[config.mk]
export PLATFORM = sky130hd
export DESIGN_NAME = osc_freq_monitor_flat
export DESIGN_NICKNAME = d
export VERILOG_FILES = /design/src/rtl/osc_freq_monitor_if.sv /design/src/rtl/osc_freq_monitor.sv /design/src/flat_wrapper.sv
export SDC_FILE = /design/constraint.sdc
export NUM_CORES = 1
export LEC_CHECK = 0
export ABC_AREA = 1
export CORE_MARGIN = 2
export CORE_UTILIZATION = 60
export CTS_BUF_LIST = sky130_fd_sc_hd__clkbuf_4 sky130_fd_sc_hd__clkbuf_8
export DETAILED_ROUTE_END_ITERATION = 6
export PLACE_DENSITY = 0.84
export SYNTH_ARGS = -nofsm -noshare
export SYNTH_HDL_FRONTEND = slang
export SYNTH_SLANG_ARGS = --single-unit
[constraint.sdc]
create_clock -name CLK -period 3.1 [get_ports CLK]
set_clock_uncertainty 0.1 [all_clocks]
set_input_delay 0.62 -clock CLK [delete_from_list [all_inputs] [get_ports CLK]]
set_output_delay 0.62 -clock CLK [all_outputs]
set_load 0.02 [all_outputs]
[src/rtl/osc_freq_monitor_if.sv]
// Status/control bundle between the oscillator frequency monitor and the fabric health logic.
// Signal names follow the block's published port list.
interface osc_freq_monitor_if #(
    parameter int CNT_W = 24
);
    logic             EN;
    logic             REF_TICK;
    logic             ERR_CLR;
    logic [CNT_W-1:0] COUNT_VALUE;
    logic             COUNT_VALID;
    logic             FREQ_OK;
    logic             FREQ_ERR;
    logic             REF_LOST;

    modport master (
        output EN, REF_TICK, ERR_CLR,
        input  COUNT_VALUE, COUNT_VALID, FREQ_OK, FREQ_ERR, REF_LOST
    );

    modport slave (
        input  EN, REF_TICK, ERR_CLR,
        output COUNT_VALUE, COUNT_VALID, FREQ_OK, FREQ_ERR, REF_LOST
    );
endinterface

[src/rtl/osc_freq_monitor.sv]
// Measures CLK cycles between rising edges of an asynchronous reference tick and flags
// out-of-tolerance windows and reference loss.
module osc_freq_monitor #(
    parameter int CNT_W     = 24,
    parameter int EXP_COUNT = 160000,
    parameter int TOL       = 160,
    parameter int TIMEOUT   = 320000,
    parameter int GOOD_N    = 4
) (
    input  logic                CLK,
    input  logic                RESETN,
    osc_freq_monitor_if.slave   mon
);
    localparam int GR_W = $clog2(GOOD_N + 1);
    // Limits carry one extra bit so EXP_COUNT+TOL near the top of the range cannot wrap.
    localparam logic [CNT_W:0]   LO_C   = (CNT_W+1)'(EXP_COUNT - TOL);
    localparam logic [CNT_W:0]   HI_C   = (CNT_W+1)'(EXP_COUNT + TOL);
    localparam logic [CNT_W-1:0] TO_C   = CNT_W'(TIMEOUT);
    localparam logic [GR_W-1:0]  GN_C   = GR_W'(GOOD_N);
    localparam logic [GR_W-1:0]  GN_M1C = GR_W'(GOOD_N - 1);

    typedef enum logic [1:0] {IDLE, ARM, MEASURE} state_e;

    state_e           state_q;
    logic [CNT_W-1:0] cnt_q;
    logic [GR_W-1:0]  good_q;
    logic             sync1_q, sync2_q, hist_q;
    logic [CNT_W-1:0] cval_q;
    logic             cvld_q, ok_q, err_q, lost_q;

    logic ref_rise;
    logic in_range;

    assign ref_rise = sync2_q & ~hist_q;
    assign in_range = ({1'b0, cnt_q} >= LO_C) && ({1'b0, cnt_q} <= HI_C);

    always_ff @(posedge CLK or negedge RESETN) begin
        if (!RESETN) begin
            state_q <= IDLE;
            cnt_q   <= '0;
            good_q  <= '0;
            sync1_q <= 1'b0;
            sync2_q <= 1'b0;
            hist_q  <= 1'b0;
            cval_q  <= '0;
            cvld_q  <= 1'b0;
            ok_q    <= 1'b0;
            err_q   <= 1'b0;
            lost_q  <= 1'b0;
        end else begin
            sync1_q <= mon.REF_TICK;
            sync2_q <= sync1_q;
            hist_q  <= sync2_q;
            cvld_q  <= 1'b0;

            // Clear first so any set condition below in the same cycle overrides it.
            if (mon.ERR_CLR) begin
                err_q  <= 1'b0;
                lost_q <= 1'b0;
            end

            if (!mon.EN) begin
                state_q <= IDLE;
                cnt_q   <= '0;
                good_q  <= '0;
                ok_q    <= 1'b0;
            end else begin
                case (state_q)
                    IDLE: begin
                        state_q <= ARM;
                        cnt_q   <= '0;
                    end
                    ARM: begin
                        if (ref_rise) begin
                            state_q <= MEASURE;
                            cnt_q   <= CNT_W'(1);
                        end else if (cnt_q == TO_C) begin
                            lost_q  <= 1'b1;
                            ok_q    <= 1'b0;
                            good_q  <= '0;
                            cnt_q   <= '0;
                        end else begin
                            cnt_q <= cnt_q + CNT_W'(1);
                        end
                    end
                    MEASURE: begin
                        if (ref_rise) begin
                            cval_q <= cnt_q;
                            cvld_q <= 1'b1;
                            // Edge cycle is the first cycle of the next window.
                            cnt_q  <= CNT_W'(1);
                            if (in_range) begin
                                if (good_q < GN_C) good_q <= good_q + GR_W'(1);
                                if (good_q >= GN_M1C) ok_q <= 1'b1;
                            end else begin
                                good_q <= '0;
                                ok_q   <= 1'b0;
                                err_q  <= 1'b1;
                            end
                        end else if (cnt_q == TO_C) begin
                            state_q <= ARM;
                            lost_q  <= 1'b1;
                            ok_q    <= 1'b0;
                            good_q  <= '0;
                            cnt_q   <= '0;
                        end else begin
                            cnt_q <= cnt_q + CNT_W'(1);
                        end
                    end
                    default: state_q <= IDLE;
                endcase
            end
        end
    end

    assign mon.COUNT_VALUE = cval_q;
    assign mon.COUNT_VALID = cvld_q;
    assign mon.FREQ_OK     = ok_q;
    assign mon.FREQ_ERR    = err_q;
    assign mon.REF_LOST    = lost_q;
endmodule
[src/flat_wrapper.sv]
// flat-port wrapper written by rule: the top's interface ports become plain ports
module osc_freq_monitor_flat 
#(
    parameter int CNT_W     = 24,
    parameter int EXP_COUNT = 160000,
    parameter int TOL       = 160,
    parameter int TIMEOUT   = 320000,
    parameter int GOOD_N    = 4
)
  (CLK, RESETN, mon_EN, mon_REF_TICK, mon_ERR_CLR, mon_COUNT_VALUE, mon_COUNT_VALID, mon_FREQ_OK, mon_FREQ_ERR, mon_REF_LOST);
  osc_freq_monitor_if #(.CNT_W(CNT_W)) mon_i ();
  input  logic CLK;
  input  logic RESETN;
  input wire logic [$bits(mon_i.EN)-1:0] mon_EN;
  input wire logic [$bits(mon_i.REF_TICK)-1:0] mon_REF_TICK;
  input wire logic [$bits(mon_i.ERR_CLR)-1:0] mon_ERR_CLR;
  output wire logic [$bits(mon_i.COUNT_VALUE)-1:0] mon_COUNT_VALUE;
  output wire logic [$bits(mon_i.COUNT_VALID)-1:0] mon_COUNT_VALID;
  output wire logic [$bits(mon_i.FREQ_OK)-1:0] mon_FREQ_OK;
  output wire logic [$bits(mon_i.FREQ_ERR)-1:0] mon_FREQ_ERR;
  output wire logic [$bits(mon_i.REF_LOST)-1:0] mon_REF_LOST;
  assign mon_i.EN = mon_EN;
  assign mon_i.REF_TICK = mon_REF_TICK;
  assign mon_i.ERR_CLR = mon_ERR_CLR;
  assign mon_COUNT_VALUE = mon_i.COUNT_VALUE;
  assign mon_COUNT_VALID = mon_i.COUNT_VALID;
  assign mon_FREQ_OK = mon_i.FREQ_OK;
  assign mon_FREQ_ERR = mon_i.FREQ_ERR;
  assign mon_REF_LOST = mon_i.REF_LOST;
  osc_freq_monitor #(.CNT_W(CNT_W), .EXP_COUNT(EXP_COUNT), .TOL(TOL), .TIMEOUT(TIMEOUT), .GOOD_N(GOOD_N)) u_core (.CLK(CLK), .RESETN(RESETN), .mon(mon_i));
endmodule
==> results.md <==
- # H-tree levels: 3
- DP HPWL: 5160 um
- Die height: 77.0 um
- Fin crit share: 0.709
- CP max FO: 21
- Relative slew slack: 0.539
- Mapped Cells: 382
- Routability cong.: 0.916
- First-pass GRT wire length: 12,200 um
- DR DRC count: 0
- Crit path buf inv count: 2
- Clk_lat worst skew: 340 ps
- Max Cap Violations: 0
- Req. time, crit path: 3230 ps
- Status: complete, no violations
- Clock transition at the registers of the reported paths: 70 ps
- Nets: 432
- Number of global-route vias before repair: 2,515
- Slew @ Worst Pin: 691 ps
- Drt first-iter violations: 318
- Peak Freq: 0.455 GHz
- Hold WC Path Type: in2async
- Synth Net Count: 395
- Setup-failing EPs final: 0
- CP startpoint: mon_EN
- TritonRoute pass-1 iters: 6
- Yosys reg bits: 60
- Largest net degree at the start of global routing: 32
- Placement row count: 26
- RSZ-0062 raised after global routing: no
- Core box area: 5110 um^2
- DR vias: 2,731
- Avg Cell Area, Syn: 8.36 um^2
- Die X: 77.0 um
- Worst Path Class, Setup: in2reg
- Number of CTS-inserted buffers: 9
- GRT Residual Overflow: 0
- Clk buf depth: 2
- CP max-delay cell: clkdlybuf4s50_1
- Worst EP arrival: 2330 ps
- Worst hold slack: 221 ps
- CTS-repair resized insts: 0
- Port Buffer Count: 32
- Synth-to-Final Area Change: 18.8%
- Max VDD drop: 347 uV
- Pleak: 1.61 nW
- Reg2reg start: u_core.state_q[1]
- Die area: 5920 um^2
- All-Layer GR Usage: 0.267
- Fin area: 3800 um^2
- Seq/Total Area, Yosys: 0.470
- Post-synth cell types: 38
- Vias/cell: 5.53
- YS warnings: 0
- Fill count: 385
- Pwr per Cell Area: 549 nW/um^2
- IO Pins: 33
- CTS tree: done
- Critical path's most frequent cell: nor2_1
- Diode count: 0
- Area after DPL: 3570 um^2
- Startpoint Class: input port
- CP Capture Type: flip-flop
- CP peak stage delay: 660 ps
- # hold bufs at CTS: 0
- Post-CTS Setup Inserts: 0
- Sum of negative setup slack: 0 ps
- CTS Root Cell: clkbuf_8
- Clk sink count: 60
- Cell Area, Synth: 3190 um^2
- Worst path top cell family by delay: simple AND/OR/NAND/NOR gates
- Share of cells above drive strength 1: 0.149
- Fin. max-slew vios: 0
- Final wirelength: 7210 um
- Crit path time final: 2200 ps
- Initial antenna violation count: 0
- Initial core utilization: 0.625
- Final count of hold timing violations: 0
- Antenna viol nets, final: 0
- Critical-path cell list: clkdlybuf4s50_1, nand2_1, nor2_4, inv_2, nor2_1, nand3_2, nand2_2, nor2_2, nor2_1, nor2_1
- DR WL/cell: 14.6 um
[report_power, final]
| part | internal, mW | switching [mW] | total (mW) |
|---|---|---|---|
| combinational | 0.135 | 0.315 | 0.450 |
| clock | 0.472 | 0.319 | 0.792 |
| sequential | 0.815 | 0.0262 | 0.841 |
[final timing paths]
check                      depth (start not counted)  slack (ps)                         end
max                                               10         900            u_core.good_q[0]
min                                                1         220  u_core.mon.COUNT_VALUE[10]
max reg2reg                                        7        1070            u_core.cnt_q[12]
min reg2reg                                        0         250              u_core.sync2_q
max in group asynchronous                          2        2090            u_core.good_q[0]
min in group CLK                                   0         250              u_core.sync2_q
[state kept, by name, summed over array words and instances, names as in the netlist]
name                    count
u_core.mon.REF_LOST         1
u_core.hist_q               1
u_core.mon.COUNT_VALID      1
u_core.good_q               3
u_core.mon.FREQ_ERR         1
u_core.sync2_q              1
u_core.mon.FREQ_OK          1
u_core.state_q              2
u_core.sync1_q              1
u_core.cnt_q               24
u_core.mon.COUNT_VALUE     24
[synth_stat cells]
cell type	n	area share
nand2_1	82	0.096
dfrtp_1	60	0.47
nor2_1	35	0.041
inv_1	32	0.038
nand3_1	28	0.044
o21ai_0	24	0.038
nor3_1	16	0.025
nor2_2	12	0.024
a21oi_1	11	0.017
o21ai_1	9	0.014
xor2_1	9	0.025
ha_1	8	0.031
nand2_2	7	0.014
nor2_4	7	0.025
inv_2	6	0.0071
buf_2	4	0.0063
nand4_1	4	0.0078
nand3_2	3	0.0094
buf_4	2	0.0047
clkbuf_1	2	0.0024
clkinv_1	2	0.0024
nor3_2	2	0.0063
nor4_1	2	0.0039
a211oi_1	1	0.0024
a21boi_1	1	0.0024
a22o_1	1	0.0027
a22oi_1	1	0.0024
buf_6	1	0.0035
buf_8	1	0.0047
clkinv_4	1	0.0027
nand2_4	1	0.0035
nand4_4	1	0.0067
nor3_4	1	0.0051
o211ai_1	1	0.0024
o211ai_2	1	0.0039
o21a_1	1	0.0024
o22ai_1	1	0.0020
o31ai_1	1	0.0024
[routing by layer]
layer,up-vias,global-route usage,part of all wire,wire length (um)
met5,-,0,0,0
met4,0,0.131,0.036,259
met3,23,0.0659,0.070,508
met2,117,0.403,0.45,3240
met1,1279,0.361,0.44,3200
li1,1312,-,-,-
[cells in the final DEF (no fill, tap or decap), drive strengths merged]
master,instances
clkinvlp,3
inv,38
a21boi,1
o31ai,1
nand3,31
o211ai,2
clkdlybuf4s50,31
dfrtp,60
buf,5
clkbuf,10
o21ai,33
bufinv,2
a211oi,1
nand2,90
nor4,2
xor2,9
o21a,1
nor2,54
clkinv,4
ha,8
nand4,5
nor3,19
a22oi,1
a22o,1
o22ai,1
a21oi,11
[per-stage QoR]
| stage | util | cells | total power [mW] | setup slack [ps] |
|---|---|---|---|---|
| floorplan | - | 382 | 1.20 | 1280 |
| global placement | 0.699 | 478 | 1.29 | 605 |
| detailed placement | 0.699 | 478 | 1.30 | 564 |
| CTS | 0.743 | 494 | 2.09 | 920 |
| global route | 0.743 | 494 | 2.20 | 770 |
| finish | 0.743 | 494 | 2.08 | 902 |
[final cells by class]
class,instances,area [um^2],area share
clock buffer,10,138,0.0363
tap,70,87.6,0.0231
multi-input combinational,271,1470,0.386
clock inverter,6,87.6,0.0231
inverter,41,159,0.0419
timing repair buffer,36,358,0.0943
sequential,60,1500,0.396
[kinds of logic (layout without fill, tap and decap cells)]
kind of cell	count (synthesis)	count (layout)	synth area share
compound gates	53	53	0.0917
fa+ha+maj	8	8	0.0313
buf+inv	51	93	0.0713
simple gates	201	201	0.311
xor+xnor	9	9	0.0247
flops	60	60	0.470
No activity file was read; power rests on OpenSTA's default activity.
